--- config.mk ---
export PLATFORM = sky130hd
export DESIGN_NAME = tmr2_peripheral_flat
export DESIGN_NICKNAME = d
export VERILOG_FILES = /design/src/rtl/tmr2_peripheral_if.sv /design/src/rtl/tmr2_peripheral.sv /design/src/flat_wrapper.sv
export SDC_FILE = /design/constraint.sdc
export NUM_CORES = 1
export LEC_CHECK = 0
export ABC_CLOCK_PERIOD_IN_PS = 5300
export CORE_ASPECT_RATIO = 1.25
export CORE_MARGIN = 3
export CORE_UTILIZATION = 50
export CTS_CLUSTER_DIAMETER = 100
export DETAILED_ROUTE_END_ITERATION = 16
export PLACE_DENSITY_LB_ADDON = 0.2
export SLEW_MARGIN = 20
export SYNTH_ARGS = -nofsm -noshare
export SYNTH_HDL_FRONTEND = slang
export SYNTH_SLANG_ARGS = --single-unit
--- constraint.sdc ---
create_clock -name clk -period 5.3 [get_ports clk]
set_clock_uncertainty 0.1 [all_clocks]
set_input_delay 1.06 -clock clk [delete_from_list [all_inputs] [get_ports clk]]
set_output_delay 1.06 -clock clk [all_outputs]
set_load 0.01 [all_outputs]
--- src/rtl/tmr2_peripheral_if.sv ---
// ---------------------------------------------------------------------------
// tmr2_peripheral_if
//
// Purpose:
//   Register-bus bundle between the core's external-peripheral port and the
//   Timer2 peripheral.
//
// Signals:
//   addr      9-bit regfile address (extern_peripherals_addr)
//   data_in   8-bit write data (extern_peripherals_data_in, ALU output)
//   wr_en     register-file write strobe, one clk wide per write
//   data_out  8-bit read data back to the core (extern_peripherals_data_out)
//   hit       high when addr selects one of the peripheral's registers
//
// Modports:
//   master  the core side: drives addr/data_in/wr_en, receives data_out/hit
//   slave   the peripheral side
// ---------------------------------------------------------------------------
interface tmr2_peripheral_if;
    logic [8:0] addr;
    logic [7:0] data_in;
    logic       wr_en;
    logic [7:0] data_out;
    logic       hit;

    modport master (
        output addr,
        output data_in,
        output wr_en,
        input  data_out,
        input  hit
    );

    modport slave (
        input  addr,
        input  data_in,
        input  wr_en,
        output data_out,
        output hit
    );
endinterface

--- src/rtl/tmr2_peripheral.sv ---
// ---------------------------------------------------------------------------
// tmr2_peripheral
//
// Purpose:
//   Timer2 peripheral on the core's external-peripheral register bus.
//   Provides TMR2 (8-bit up-counter), PR2 (period register) and T2CON
//   (control) with prescaler, period match and postscaler. Counting is driven
//   by rising edges of the instruction-cycle clock clkout (clk/4), detected
//   in the clk domain. A match that completes a postscale period produces a
//   one-clk tmr2if_set_en strobe for the PIR1 logic.
//
// Ports:
//   clk            in   system clock
//   rst            in   synchronous, active-high reset
//   clkout         in   instruction-cycle clock (clk/4)
//   bus            slave register bus (addr, data_in, wr_en, data_out, hit)
//   tmr2if_set_en  out  one-clk pulse: set PIR1.TMR2IF
//
// Configuration:
//   TMR2_POSTSCALER_EN  when defined, T2CON.TOUTPS selects a 1..16
//                       postscale. When undefined there is no postscaler
//                       counter and every period match pulses
//                       tmr2if_set_en; TOUTPS stays readable/writable.
//
// T2CON layout (7 bits stored, bit 7 reads 0):
//   [6:3] TOUTPS  postscale = TOUTPS+1
//   [2]   TMR2ON  count enable
//   [1:0] T2CKPS  00 -> 1:1, 01 -> 1:4, 1x -> 1:16
// ---------------------------------------------------------------------------
module tmr2_peripheral #(
    parameter logic [8:0] TMR2_ADDR  = 9'h011,
    parameter logic [8:0] T2CON_ADDR = 9'h012,
    parameter logic [8:0] PR2_ADDR   = 9'h092
) (
    input  logic                clk,
    input  logic                rst,
    input  logic                clkout,
    tmr2_peripheral_if.slave    bus,
    output logic                tmr2if_set_en
);

    // -----------------------------------------------------------------------
    // State
    // -----------------------------------------------------------------------
    logic [7:0] tmr2_q,   tmr2_d;
    logic [7:0] pr2_q,    pr2_d;
    logic [6:0] t2con_q,  t2con_d;
    logic [3:0] pre_q,    pre_d;
    logic       clkout_q;
    logic       set_q,    set_d;
`ifdef TMR2_POSTSCALER_EN
    logic [3:0] post_q,   post_d;
`endif

    // -----------------------------------------------------------------------
    // Decode
    // -----------------------------------------------------------------------
    logic       sel_tmr2, sel_t2con, sel_pr2;
    logic       wr_tmr2,  wr_t2con,  wr_pr2, wr_any;
    logic       clr_scalers;
    logic       tick;
    logic [3:0] pre_last;
    logic       pre_wrap;
    logic       inc;
    logic       match;

    // Full 9-bit compare: bank mirrors of these addresses must not hit.
    assign sel_tmr2  = (bus.addr == TMR2_ADDR);
    assign sel_t2con = (bus.addr == T2CON_ADDR);
    assign sel_pr2   = (bus.addr == PR2_ADDR);

    assign wr_tmr2   = bus.wr_en & sel_tmr2;
    assign wr_t2con  = bus.wr_en & sel_t2con;
    assign wr_pr2    = bus.wr_en & sel_pr2;
    assign wr_any    = wr_tmr2 | wr_t2con | wr_pr2;

    // Writing the counter or its control restarts both scaler chains.
    assign clr_scalers = wr_tmr2 | wr_t2con;

    // -----------------------------------------------------------------------
    // Read path (combinational, no side effects)
    // -----------------------------------------------------------------------
    always_comb begin
        bus.hit      = sel_tmr2 | sel_t2con | sel_pr2;
        bus.data_out = 8'h00;
        if (sel_tmr2) begin
            bus.data_out = tmr2_q;
        end else if (sel_t2con) begin
            bus.data_out = {1'b0, t2con_q};
        end else if (sel_pr2) begin
            bus.data_out = pr2_q;
        end
    end

    // -----------------------------------------------------------------------
    // Tick / prescaler
    // -----------------------------------------------------------------------
    // One tick per instruction cycle: the clk on which clkout is first seen
    // high, gated by TMR2ON.
    assign tick = clkout & ~clkout_q & t2con_q[2];

    // Terminal prescaler count for the selected ratio.
    always_comb begin
        case (t2con_q[1:0])
            2'b00:   pre_last = 4'd0;
            2'b01:   pre_last = 4'd3;
            default: pre_last = 4'd15;
        endcase
    end

    assign pre_wrap = (pre_q == pre_last);

    // A register write in the same clk wins over counting: the written
    // value stands and that clk's increment/match is dropped.
    assign inc   = tick & pre_wrap & ~wr_any;

    // Compare before increment, so the period is PR2+1 incs. When TMR2 was
    // written above PR2 it simply counts through 0xFF -> 0x00 first.
    assign match = inc & (tmr2_q == pr2_q);

    always_comb begin
        pre_d = pre_q;
        if (tick) begin
            pre_d = pre_wrap ? 4'd0 : pre_q + 4'd1;
        end
        if (clr_scalers) begin
            pre_d = 4'd0;
        end
    end

    // -----------------------------------------------------------------------
    // Counter and registers
    // -----------------------------------------------------------------------
    always_comb begin
        tmr2_d = tmr2_q;
        if (wr_tmr2) begin
            tmr2_d = bus.data_in;
        end else if (inc) begin
            tmr2_d = match ? 8'h00 : tmr2_q + 8'd1;
        end
    end

    always_comb begin
        t2con_d = wr_t2con ? bus.data_in[6:0] : t2con_q;
        pr2_d   = wr_pr2   ? bus.data_in      : pr2_q;
    end

    // -----------------------------------------------------------------------
    // Postscaler / interrupt strobe
    // -----------------------------------------------------------------------
`ifdef TMR2_POSTSCALER_EN
    always_comb begin
        post_d = post_q;
        set_d  = 1'b0;
        if (match) begin
            if (post_q == t2con_q[6:3]) begin
                post_d = 4'd0;
                set_d  = 1'b1;
            end else begin
                post_d = post_q + 4'd1;
            end
        end
        // A match never coincides with a write, so this cannot drop a pulse.
        if (clr_scalers) begin
            post_d = 4'd0;
        end
    end
`else
    // Fixed 1:1 postscale: every period match raises the flag.
    assign set_d = match;
`endif

    // -----------------------------------------------------------------------
    // Sequential state
    // -----------------------------------------------------------------------
    always_ff @(posedge clk) begin
        if (rst) begin
            tmr2_q   <= 8'h00;
            pr2_q    <= 8'hFF;
            t2con_q  <= 7'h00;
            pre_q    <= 4'd0;
            clkout_q <= 1'b0;
            set_q    <= 1'b0;
        end else begin
            tmr2_q   <= tmr2_d;
            pr2_q    <= pr2_d;
            t2con_q  <= t2con_d;
            pre_q    <= pre_d;
            clkout_q <= clkout;
            set_q    <= set_d;
        end
    end

`ifdef TMR2_POSTSCALER_EN
    always_ff @(posedge clk) begin
        if (rst) begin
            post_q <= 4'd0;
        end else begin
            post_q <= post_d;
        end
    end
`endif

    // Registered strobe: high for the one clk following the match edge.
    assign tmr2if_set_en = set_q;

endmodule

--- src/flat_wrapper.sv ---
// flat-port wrapper written by rule: the top's interface ports become plain ports
module tmr2_peripheral_flat 
#(
    parameter logic [8:0] TMR2_ADDR  = 9'h011,
    parameter logic [8:0] T2CON_ADDR = 9'h012,
    parameter logic [8:0] PR2_ADDR   = 9'h092
)
  (clk, rst, clkout, tmr2if_set_en, bus_addr, bus_data_in, bus_wr_en, bus_data_out, bus_hit);
  tmr2_peripheral_if bus_i ();
  input  logic clk;
  input  logic rst;
  input  logic clkout;
  output logic tmr2if_set_en;
  input wire logic [$bits(bus_i.addr)-1:0] bus_addr;
  input wire logic [$bits(bus_i.data_in)-1:0] bus_data_in;
  input wire logic [$bits(bus_i.wr_en)-1:0] bus_wr_en;
  output wire logic [$bits(bus_i.data_out)-1:0] bus_data_out;
  output wire logic [$bits(bus_i.hit)-1:0] bus_hit;
  assign bus_i.addr = bus_addr;
  assign bus_i.data_in = bus_data_in;
  assign bus_i.wr_en = bus_wr_en;
  assign bus_data_out = bus_i.data_out;
  assign bus_hit = bus_i.hit;
  tmr2_peripheral #(.TMR2_ADDR(TMR2_ADDR), .T2CON_ADDR(T2CON_ADDR), .PR2_ADDR(PR2_ADDR)) u_core (.clk(clk), .rst(rst), .clkout(clkout), .bus(bus_i), .tmr2if_set_en(tmr2if_set_en));
endmodule
Word level (Yosys, flattened, before mapping)

Index checks and enable logic that the tools add are counted.

Bitwise operators: 14
Add/subtract/negate cells: 2
Multiplexer cells: 8
Reduce and logical (&&, ||, !) cells: 3
Equal/unequal tests: 6

Operator list:

| kind                                                                   | number |
|---|---|
| 8-bit two-way mux                                                      | 6 |
| 9-bit by 5-bit equality test with 1-bit output (second input constant) | 2 |
| 9-bit by 8-bit equality test with 1-bit output (second input constant) | 1 |
| 8-bit by 1-bit adder with 8-bit output (second input constant)         | 1 |
| 1-bit AND                                                              | 8 |
| 8-bit equality test                                                    | 1 |
| 4-bit one-hot mux with 2 select lines                                  | 1 |
| 4-bit by 1-bit adder with 4-bit output (second input constant)         | 1 |
| 4-bit equality test                                                    | 1 |
| 4-bit two-way mux                                                      | 1 |
| 1-bit OR                                                               | 4 |
| 2-bit by 1-bit equality test with 1-bit output (second input constant) | 1 |
| 2-bit logical NOT                                                      | 1 |
| 1-bit NOT                                                              | 2 |
| 2-bit nonzero test                                                     | 1 |
| 2-bit OR reduction                                                     | 1 |

Word-level logic and storage cells: 39
Output and inout bits: 10
Bits in registers: 29

Depth between registers and ports, before layout

Word-level depth: 10
Depth in mapped cells: 7

Worst setup path before layout

OpenSTA, ideal clock, no wires.

Path kind: input port to output port
Start: input port bus_addr[8]
End: output port bus_data_out[0]
Buffers on the path: 0
Stages on the path: 3
Setup slack: 2121 ps
Arrival: 2019 ps
Required time: 4140 ps
Cell sequence: nor4b_2 nand2_2 o21ai_0

Cells in the longest elaborated chain, start to end: 4

RTL lines:

| element                                        | RTL line              | source |
|---|---|---|
| from (decl)                                    | flat_wrapper.sv:14    | `input wire logic [$bits(bus_i.addr)-1:0] bus_addr;` |
| 9-bit by 8-bit equality test with 1-bit output | tmr2_peripheral.sv:70 | `assign sel_pr2 = (bus.addr == PR2_ADDR);` |
| 8-bit two-way mux                              | tmr2_peripheral.sv:90 | `end else if (sel_pr2) begin` |
| 8-bit two-way mux                              | tmr2_peripheral.sv:88 | `end else if (sel_t2con) begin` |
| 8-bit two-way mux *                            | tmr2_peripheral.sv:86 | `if (sel_tmr2) begin` |
| to (decl)                                      | flat_wrapper.sv:17    | `output wire logic [$bits(bus_i.data_out)-1:0] bus_data_out;` |

Mark *: on every way between the ends. The rest lies on a longest branch, timed or not.

Final worst setup path

Start: input port bus_addr[5]
End: output port bus_data_out[2]

Same word-level chain as after synthesis.

==> flow_summary_export.csv <==
group,metric,value,unit
outcome,run_status,"finished, final reports clean",
setup_path,critPathRequiredTime,4.14,ns
clocking,cts.htree.levels,2,
min_path,min_delay_path_depth,2,
setup_path,crit_arrival,3.18,ns
logic_synthesis,library_cell_occupying_the_most_area_in_the_post_synthesis_netlist,"sky130_fd_sc_hd__dfxtp_1",
logic_synthesis,synthArstFlopShare,0,
placed_design,dpl.hpwl,2.98,mm
logic_synthesis,syn_inst,207,
die,io-pin-count,31,
global_route,met3_usage,0.0420,
logic_synthesis,ys_warn_count,0,
logic_synthesis,post-synth-top-area-fraction,0.345,
global_route,global_route_wire_length_before_repair,7.12,mm
detailed_routing,routedWlPerCell,14.7,um
detailed_routing,vias,1596,
global_route,grt_pass1_vias,1557,
job,drv.max_cap_violation_count,0,
detailed_routing,avgViaCountPerCell,5.78,
clocking,clkLatencyLatePin,0.33,ns
setup_path,cp_max_fo,8,
logic_synthesis,syn-num-nets,230,
global_route,global_route.usage.met2,0.363,
die,start_util,0.546,
clocking,clk_path_buf_depth,2,
die,die_width,57.9,um
global_route,antenna_violations_before_repair,0,
finish,final_cell_area,0.00207,mm^2
logic_synthesis,synth_area,0.00168,mm^2
detailed_routing,routed_wl,4.05,mm
timing,timing.final.max_slew_violations,0,
logic_synthesis,yosys_most_used_dff,"sky130_fd_sc_hd__dfxtp_1",
setup_path,worst_r2r_path_depth,6,
setup_path,setup.worst_path.start_class,"input port",
power,static-leakage-power,0.762,nW
timing,max_clock_freq,230,MHz
placed_design,port_buffers,30,
setup_path,worst_setup_path_end_kind,"output port",
die,floorplan.die_area,0.00410,mm^2
die,core-area,0.00308,mm^2
global_route,track_usage,0.220,
clocking,post_cts_resized,0,
finish,area.growth.synth_to_final,23.0,%
global_route,busiest_layer,"met2",
timing,final_critical_path_setup_slack,0.958,ns
clocking,tritoncts,"built",
timing,final_hold_vio_count,0,
clocking,cts.hold.buffers_added,0,
timing,timing_worst_slew_pin_value,0.863,ns
logic_synthesis,post_synth_main_area_contributors,"sky130_fd_sc_hd__dfxtp_1 34%, sky130_fd_sc_hd__nand2_1 10%, sky130_fd_sc_hd__mux2i_1 7.7%",
logic_synthesis,synth_seq_cells,29,
detailed_routing,firstDrtPassIters,4,
timing,min_period,4.34,ns
timing,setup_repair_after_global_routing_missed_its_margin,"false",
clocking,clock_sinks,29,
timing,final_total_negative_setup_slack,0,ns
logic_synthesis,synth_cell_type_count,39,
clocking,postCtsSetupBuffers,0,
placed_design,gpl.final_weighted_congestion,0.830,
detailed_routing,antenna_left,0,
placed_design,place_area,0.00202,mm^2
timing,fin_crit_sh,0.819,
global_route,grt_overflow_total,0,
global_route,groute.layer.met1.usage,0.283,
power,ir_worst_vdd,0.000174,V
logic_synthesis,synthesis.area_per_instance,8.13,um^2
power,pwr_density_cell,189,mW/mm^2
clocking,clockRootBuffer,"sky130_fd_sc_hd__clkbuf_4",
finish,post_route_cells_drive_above_1_share,0.0708,
timing,max_slew_margin,0.422,
finish,final_net_count,263,
detailed_routing,drc,0,
die,die-height,70.9,um
finish,ant_diodes,0,
clocking,tritoncts.num_buffers,5,
logic_synthesis,ys_seq_area_frac,0.345,
logic_synthesis,synth_enable_flop_cells,0,
min_path,hold_class,"reg2reg",
timing,setup-violations-final,0,
clocking,clk_transition_reported_paths,0.08,ns
detailed_routing,detailedRoute.firstIterationViolations,57,
global_route,maximum_number_of_pins_on_one_net_before_global_route_repair,19,
placed_design,pre_cts_slack,0.939,ns
die,floorplan.rows,22,
setup_path,timing.setup.critical_path_class,"in2out",
-- where the power goes --
group | internal [W] | total (W) | switching (W)
combinational | 0.0000198 | 0.0000375 | 0.0000176
sequential | 0.000218 | 0.000218 | 0.000000235
clock | 0.0000625 | 0.000135 | 0.0000729
-- logic make-up (layout without fill, tap and decap cells) --
family                     Yosys count  after routing  synth area share
and+or+nand+nor                     94             94             0.280
AOI/OAI and AO/OA                   41             41             0.178
DFF                                 29             29             0.345
xor gates and xnor gates            14             14            0.0729
buffers and inverters               14             47            0.0320
muxes                               13             13            0.0773
adders and majority gates            2              2            0.0149
-- metrics by stage --
stage / hold slack, ns / power, W / std cells / utilization
after floorplan: 0.331 / 0.000238 / 207 / -
after detailed placement: 0.352 / 0.000261 / 269 / 0.654
after CTS: 0.366 / 0.000395 / 276 / 0.672
final: 0.362 / 0.000391 / 276 / 0.672
after global placement: 0.342 / 0.000261 / 269 / 0.654
after global routing: 0.386 / 0.000408 / 276 / 0.672
-- final cells by class --
cell class                 instances  area, um^2
timing repair buffer              31         308
fill                             281        1010
inverter                           9        33.8
clock buffer                       7        55.1
tap                               36        45.0
multi-input combinational        164        1050
sequential                        29         581
-- cell usage in the layout (no fill, tap or decap), drive strengths merged --
| master | count |
|---|---|
| nand2 | 47 |
| clkdlybuf4s50 | 30 |
| dfxtp | 29 |
| nor2 | 17 |
| mux2i | 13 |
| xnor2 | 12 |
| o21ai | 11 |
| a21oi | 9 |
| inv | 9 |
| nand3 | 8 |
| clkbuf | 7 |
| a31oi | 6 |
| o211ai | 4 |
| a221oi | 4 |
| nand4 | 3 |
| or3 | 3 |
| nor4b | 3 |
| nor3 | 2 |
| o31a | 2 |
| a32oi | 2 |
| nor4 | 2 |
| xor2 | 2 |
| nor2b | 2 |
| ha | 2 |
| nor3b | 2 |
| nand3b | 2 |
| nand2b | 1 |
| a211o | 1 |
| a211oi | 1 |
| o2bb2ai | 1 |
| and3 | 1 |
| nand4b | 1 |
| buf | 1 |
-- cell usage after synthesis (3+ instances only) --
cell type	number
sky130_fd_sc_hd__clkbuf_1	3
sky130_fd_sc_hd__nand2_1	46
sky130_fd_sc_hd__o211ai_1	4
sky130_fd_sc_hd__nor2_1	16
sky130_fd_sc_hd__a21oi_1	9
sky130_fd_sc_hd__xnor2_1	12
sky130_fd_sc_hd__o21ai_0	11
sky130_fd_sc_hd__or3_1	3
sky130_fd_sc_hd__inv_1	9
sky130_fd_sc_hd__nand3_1	8
sky130_fd_sc_hd__dfxtp_1	29
sky130_fd_sc_hd__a221oi_2	3
sky130_fd_sc_hd__a31oi_1	6
sky130_fd_sc_hd__mux2i_1	13
sky130_fd_sc_hd__nand4_1	3
-- layer usage --
layer  wire length (um)  part of all wire
met1               1710              0.42
met2               1990              0.49
met3                288             0.071
met4                 60             0.015
met5                  0                 0
-- registers in the layout, indices dropped and copies added (netlist names) --
name,count
u_core.clkout_q,1
u_core.pr2_q,8
u_core.pre_q,4
u_core.t2con_q,7
u_core.tmr2_q,8
u_core.tmr2if_set_en,1
-- path summary, 6_finish.rpt --
| path | start | to | slack (ns) |
|---|---|---|---|
| min reg2reg | u_core.t2con_q[6] | u_core.t2con_q[6] | 0.36 |
| max | bus_addr[5] | bus_data_out[2] | 0.96 |
| max reg2reg | u_core.clkout_q | u_core.tmr2_q[4] | 3.26 |
| min | u_core.t2con_q[6] | u_core.t2con_q[6] | 0.36 |
-- worst max-delay path, stage by stage --
cell and delay, ns:
sky130_fd_sc_hd__clkdlybuf4s50_1 0.45, sky130_fd_sc_hd__nor3b_1 0.29, sky130_fd_sc_hd__nand2_1 0.12, sky130_fd_sc_hd__nor2_1 0.47, sky130_fd_sc_hd__nand2_1 0.11, sky130_fd_sc_hd__o21ai_0 0.11
sky130_fd_sc_hd__clkdlybuf4s50_1 0.57
(Power assumes the default switching activity.)
==> variant 1, RTL diff (same settings) <==
Build with the macro `TMR2_POSTSCALER_EN` defined.
--- a/src/rtl/tmr2_peripheral.sv
+++ b/src/rtl/tmr2_peripheral.sv
@@ -29,2 +29,4 @@
 // ---------------------------------------------------------------------------
+`define TMR2_POSTSCALER_EN
+
 module tmr2_peripheral #(
Check against the original RTL: not equivalent (a bounded check fails within 4 cycles, from zero or initial values and one cycle with rst high).
==> variant 1 against the original RTL <==
Design area increased by 9.2%. Area after synthesis increased by 12%. Global-route usage is 0.34 points lower. Final cell count grew 5.4%. Wire length rose by 10%. Highest routed layer unchanged. Critical path type unchanged. Sequential cell count is 4 higher. Total power grew 19%. Fmax decreased by 3.6%. Synthesized cell count increased by 8.7%. Clock power up 35%. Worst setup slack worse by 0.16 ns. Combinational power down 9.3%.
==> variant 1: results (changes against the original RTL) <==
filler cell count 333 (was 281); wirelength, routed 4459 µm (was 4049 µm); GRT Overall Usage 21.70% (was 22.04%); critical path fanouts, max 15 (was 8); 1st-iter DRT viols 108 (was 57); status finished clean (unchanged); WP data arrival 3.34 ns (was 3.18 ns); pin count of the biggest net entering global routing 21 (was 19); top cells by count, synth dfxtp_1, nand2_1, nand3_1, xor2_1, nor2_1 (was nand2_1, dfxtp_1, nor2_1, mux2i_1, xnor2_1); Yosys cell types 51 (was 39); sequential-to-total area share from yosys stat 35.06% (was 34.50%); Nets 275 (was 263); Cells after Synth 225 (was 207); Post-DP HPWL 3174 µm (was 2978 µm); clk root buf clkbuf_8 (was clkbuf_4); via count 1,729 (was 1,596); Worst-path clk slew 0.06 ns (was 0.08 ns); worst-margin pin slew 0.6167 ns (was 0.8631 ns); drt wl/cell 15.32 µm (was 14.67 µm); Worst VDD drop 148.1 µV (was 174.0 µV); Final Wtd Congestion 0.8773 (was 0.8300); vias in the first global route 1,588 (was 1,557); syn_nets 249 (was 230); clk_lat worst skew 0.29 ns (was 0.33 ns); top post-synthesis cells by area dfxtp_1, nand3_1, xor2_1 (was dfxtp_1, nand2_1, mux2i_1); pre-CTS setup slack 0.8208 ns (was 0.9386 ns)
[variant 1: metal layers]
metal  track usage (%)  wire length [µm]
met5                 0                 0
met4             9.398               102
met3             3.087               232
met2             34.96              2098
met1             28.69              2026
[variant 1: logic make-up (layout without fill, tap and decap cells)]
kind of cell               Yosys count  in the layout  share of synthesized area [%]
xor gates and xnor gates            21             21                          9.761
adders and majority gates            3              3                          1.992
muxes                                1              1                         0.5312
and+or+nand+nor                    108            108                          31.54
AOI/OAI and AO/OA                   39             39                          16.07
DFF                                 33             33                          35.06
buffers and inverters               20             47                          5.046
[variant 1: final cells by class]
| class | instances | area, µm² | share of cell area, % |
|---|---|---|---|
| multi-input combinational | 172 | 1129 | 49.89 |
| clock buffer | 6 | 72.57 | 3.208 |
| sequential | 33 | 660.6 | 29.20 |
| tap | 39 | 48.80 | 2.157 |
| timing repair buffer | 32 | 315.3 | 13.94 |
| inverter | 7 | 26.28 | 1.162 |
| clock inverter | 2 | 10.01 | 0.4425 |
[variant 1: critical path, stage by stage]
cell,delay (ns)
clkdlybuf4s50_1,0.46
nor4b_4,0.39
and3_1,0.59
a222oi_1,0.24
inv_1,0.08
clkdlybuf4s50_1,0.53
[variant 1: worst paths after layout]
kind	startpoint	end	slack (ns)
setup / recovery	bus_addr[5]	bus_data_out[6]	0.80
hold / removal	u_core.t2con_q[2]	u_core.t2con_q[2]	0.38
setup reg to reg	u_core.t2con_q[1]	u_core.tmr2_q[7]	3.06
hold reg to reg	u_core.t2con_q[2]	u_core.t2con_q[2]	0.38
[variant 1: report_power, final]
group	switching (µW)	internal, µW
combinational	16.1	17.9
sequential	0.259	248
clock	91.6	90.9
[variant 1: metrics by stage]
stage | area [µm²] | hold slack, ns | util, %
after floorplan | 1884 | 0.3446 | -
final | 2262 | 0.3750 | 63.84
after detailed placement | 2180 | 0.3699 | 61.51
after global placement | 2180 | 0.3687 | 61.51
after global routing | 2262 | 0.3907 | 63.84
after CTS | 2262 | 0.3797 | 63.84
==> variant 2, RTL diff (same settings) <==
Made on the original files. The output `tmr2if_set_en` loses its register stage (`set_q` becomes a continuous assignment).
--- a/src/rtl/tmr2_peripheral.sv
+++ b/src/rtl/tmr2_peripheral.sv
@@ -182,3 +182,2 @@
             clkout_q <= 1'b0;
-            set_q    <= 1'b0;
         end else begin
@@ -189,5 +188,6 @@
             clkout_q <= clkout;
-            set_q    <= set_d;
-        end
-    end
+        end
+    end
+
+    assign set_q = set_d;
 
Function: changed (a bounded check fails within 4 cycles, from zero or initial values and one cycle with rst high).
==> variant 2 against the original RTL <==
Worst hold slack better by 0.063 ns. Sequential cell count is 1 lower. Final cell count down 8.3%. Sequential share of layout area is 0.069 points higher. Area after synthesis decreased by 0.45%. Register-to-register slack got worse by 0.36 ns. Total power shrank 13%. Design area shrank 3.7%. Clock power fell by 36%. Worst setup slack worse by 0.37 ns. Fmax decreased by 7.8%. Wire length up 2.6%.
==> variant 2: results (changes against the original RTL) <==
status finished clean (unchanged); relative slew slack 34.41% (was 42.25%); Post-DP HPWL 2978 µm (about the same); first-pass GRT wire length 6768 µm (was 7120 µm); wirelength, routed 4156 µm (was 4049 µm); 1st-iter DRT viols 71 (was 57); number of vias per cell 6.040 (was 5.783); top cells by count, synth dfxtp_1, nand2_1, mux2i_1, nor2_1, nand3_1 (was nand2_1, dfxtp_1, nor2_1, mux2i_1, xnor2_1); CTS buffer count 3 (was 5); Syn Area/Cell 8.772 µm² (was 8.130 µm²); DRT Pass-1 Iters 5 (was 4); top post-synthesis cells by area dfxtp_1, mux2i_1, xor2_1 (was dfxtp_1, nand2_1, mux2i_1); share of layout cells above drive strength 1 8.295% (was 7.083%); Clock Tree Buf Depth 2 (unchanged); P_leak 0.0007456 µW (was 0.0007619 µW); Yosys cell types 44 (was 39); Worst-path clk slew 0.14 ns (was 0.08 ns); WP data arrival 3.55 ns (was 3.18 ns); Placed Cells 250 (was 269); drt wl/cell 16.43 µm (was 14.67 µm); sequential-to-total area share from yosys stat 33.46% (was 34.50%); H-Tree Depth 1 (was 2); syn_nets 214 (was 230); Nets 242 (was 263); GRT Overall Usage 20.41% (was 22.04%); critical path fanouts, max 9 (was 8); Worst VDD drop 143.1 µV (was 174.0 µV); Final Wtd Congestion 0.8253 (was 0.8300); Post-CTS Setup Repair Bufs 0 (unchanged)
variant 2: changes by cell type in the layout (fill, tap and decap cells not counted), moves of 4 or more:
cell,before,now
xor2_1,2,10
nand2_1,46,17
nand3_1,8,12
a211o_1,1,8
inv_1,9,1
nor4_2,0,4
xnor2_1,12,3
nor2b_1,2,9
a21oi_1,9,3
variant 2: logic make-up (layout without fill, tap and decap cells):
group	after synthesis	count (layout)	share of synthesized area, %
and+or+nand+nor	85	85	29.80
AOI/OAI and AO/OA	36	36	14.56
DFF	28	28	33.46
muxes	15	15	8.962
xor gates and xnor gates	13	13	6.796
buffers and inverters	12	38	4.929
adders and majority gates	2	2	1.493
variant 2: worst max-delay path, stage by stage:
cell and delay [ns]:
clkdlybuf4s50_1 0.39, or4_1 0.68, nor4_2 0.47, or4_1 0.38
nor2_1 0.08, clkdlybuf4s50_1 0.49
variant 2: per-layer routing:
layer	GRT usage, %	part of all wire, %	vias up
met5	0	0	-
met4	5.155	1.3	0
met3	1.825	4.2	7
met2	38.07	54	47
met1	24.47	40	720
li1	-	-	754
variant 2: cell type report:
cell class | count | area (µm²)
repair buffers | 34 | 330.3
flip-flops and latches | 28 | 560.5
clock buffers | 3 | 22.52
multi-input cells | 151 | 1032
inverters | 1 | 3.754
fillers | 268 | 1089
well taps | 36 | 45.04
variant 2: worst paths after layout:
| kind | slack [ns] | start | depth (start not counted) | endpoint |
|---|---|---|---|---|
| max | 0.59 | bus_addr[8] | 6 | tmr2if_set_en |
| min | 0.42 | u_core.t2con_q[4] | 2 | u_core.t2con_q[4] |
| max reg2reg | 2.90 | u_core.t2con_q[1] | 5 | u_core.tmr2_q[7] |
| min reg2reg | 0.42 | u_core.t2con_q[4] | 2 | u_core.t2con_q[4] |
variant 2: per-stage QoR:
stage	total power, µW	utilization, %	worst slack [ns]	hold slack [ns]	area [µm²]
4_1_cts	339.4	64.69	0.6028	0.4330	1994
3_3_place_gp	254.7	63.96	0.6591	0.3752	1972
2_1_floorplan	236.5	-	1.633	0.3627	1675
5_1_grt	350.3	64.69	0.4694	0.4766	1994
3_5_place_dp	255.9	63.96	0.6201	0.4005	1972
6_report	338.4	64.69	0.5915	0.4243	1994
variant 2: power by group:
part / total, µW / internal (µW) / switching, µW
combinational: 37.1 / 21.6 / 15.5
clock: 86.9 / 26.7 / 60.2
sequential: 214 / 212 / 2.19
total: 338 / 261 / 77.9
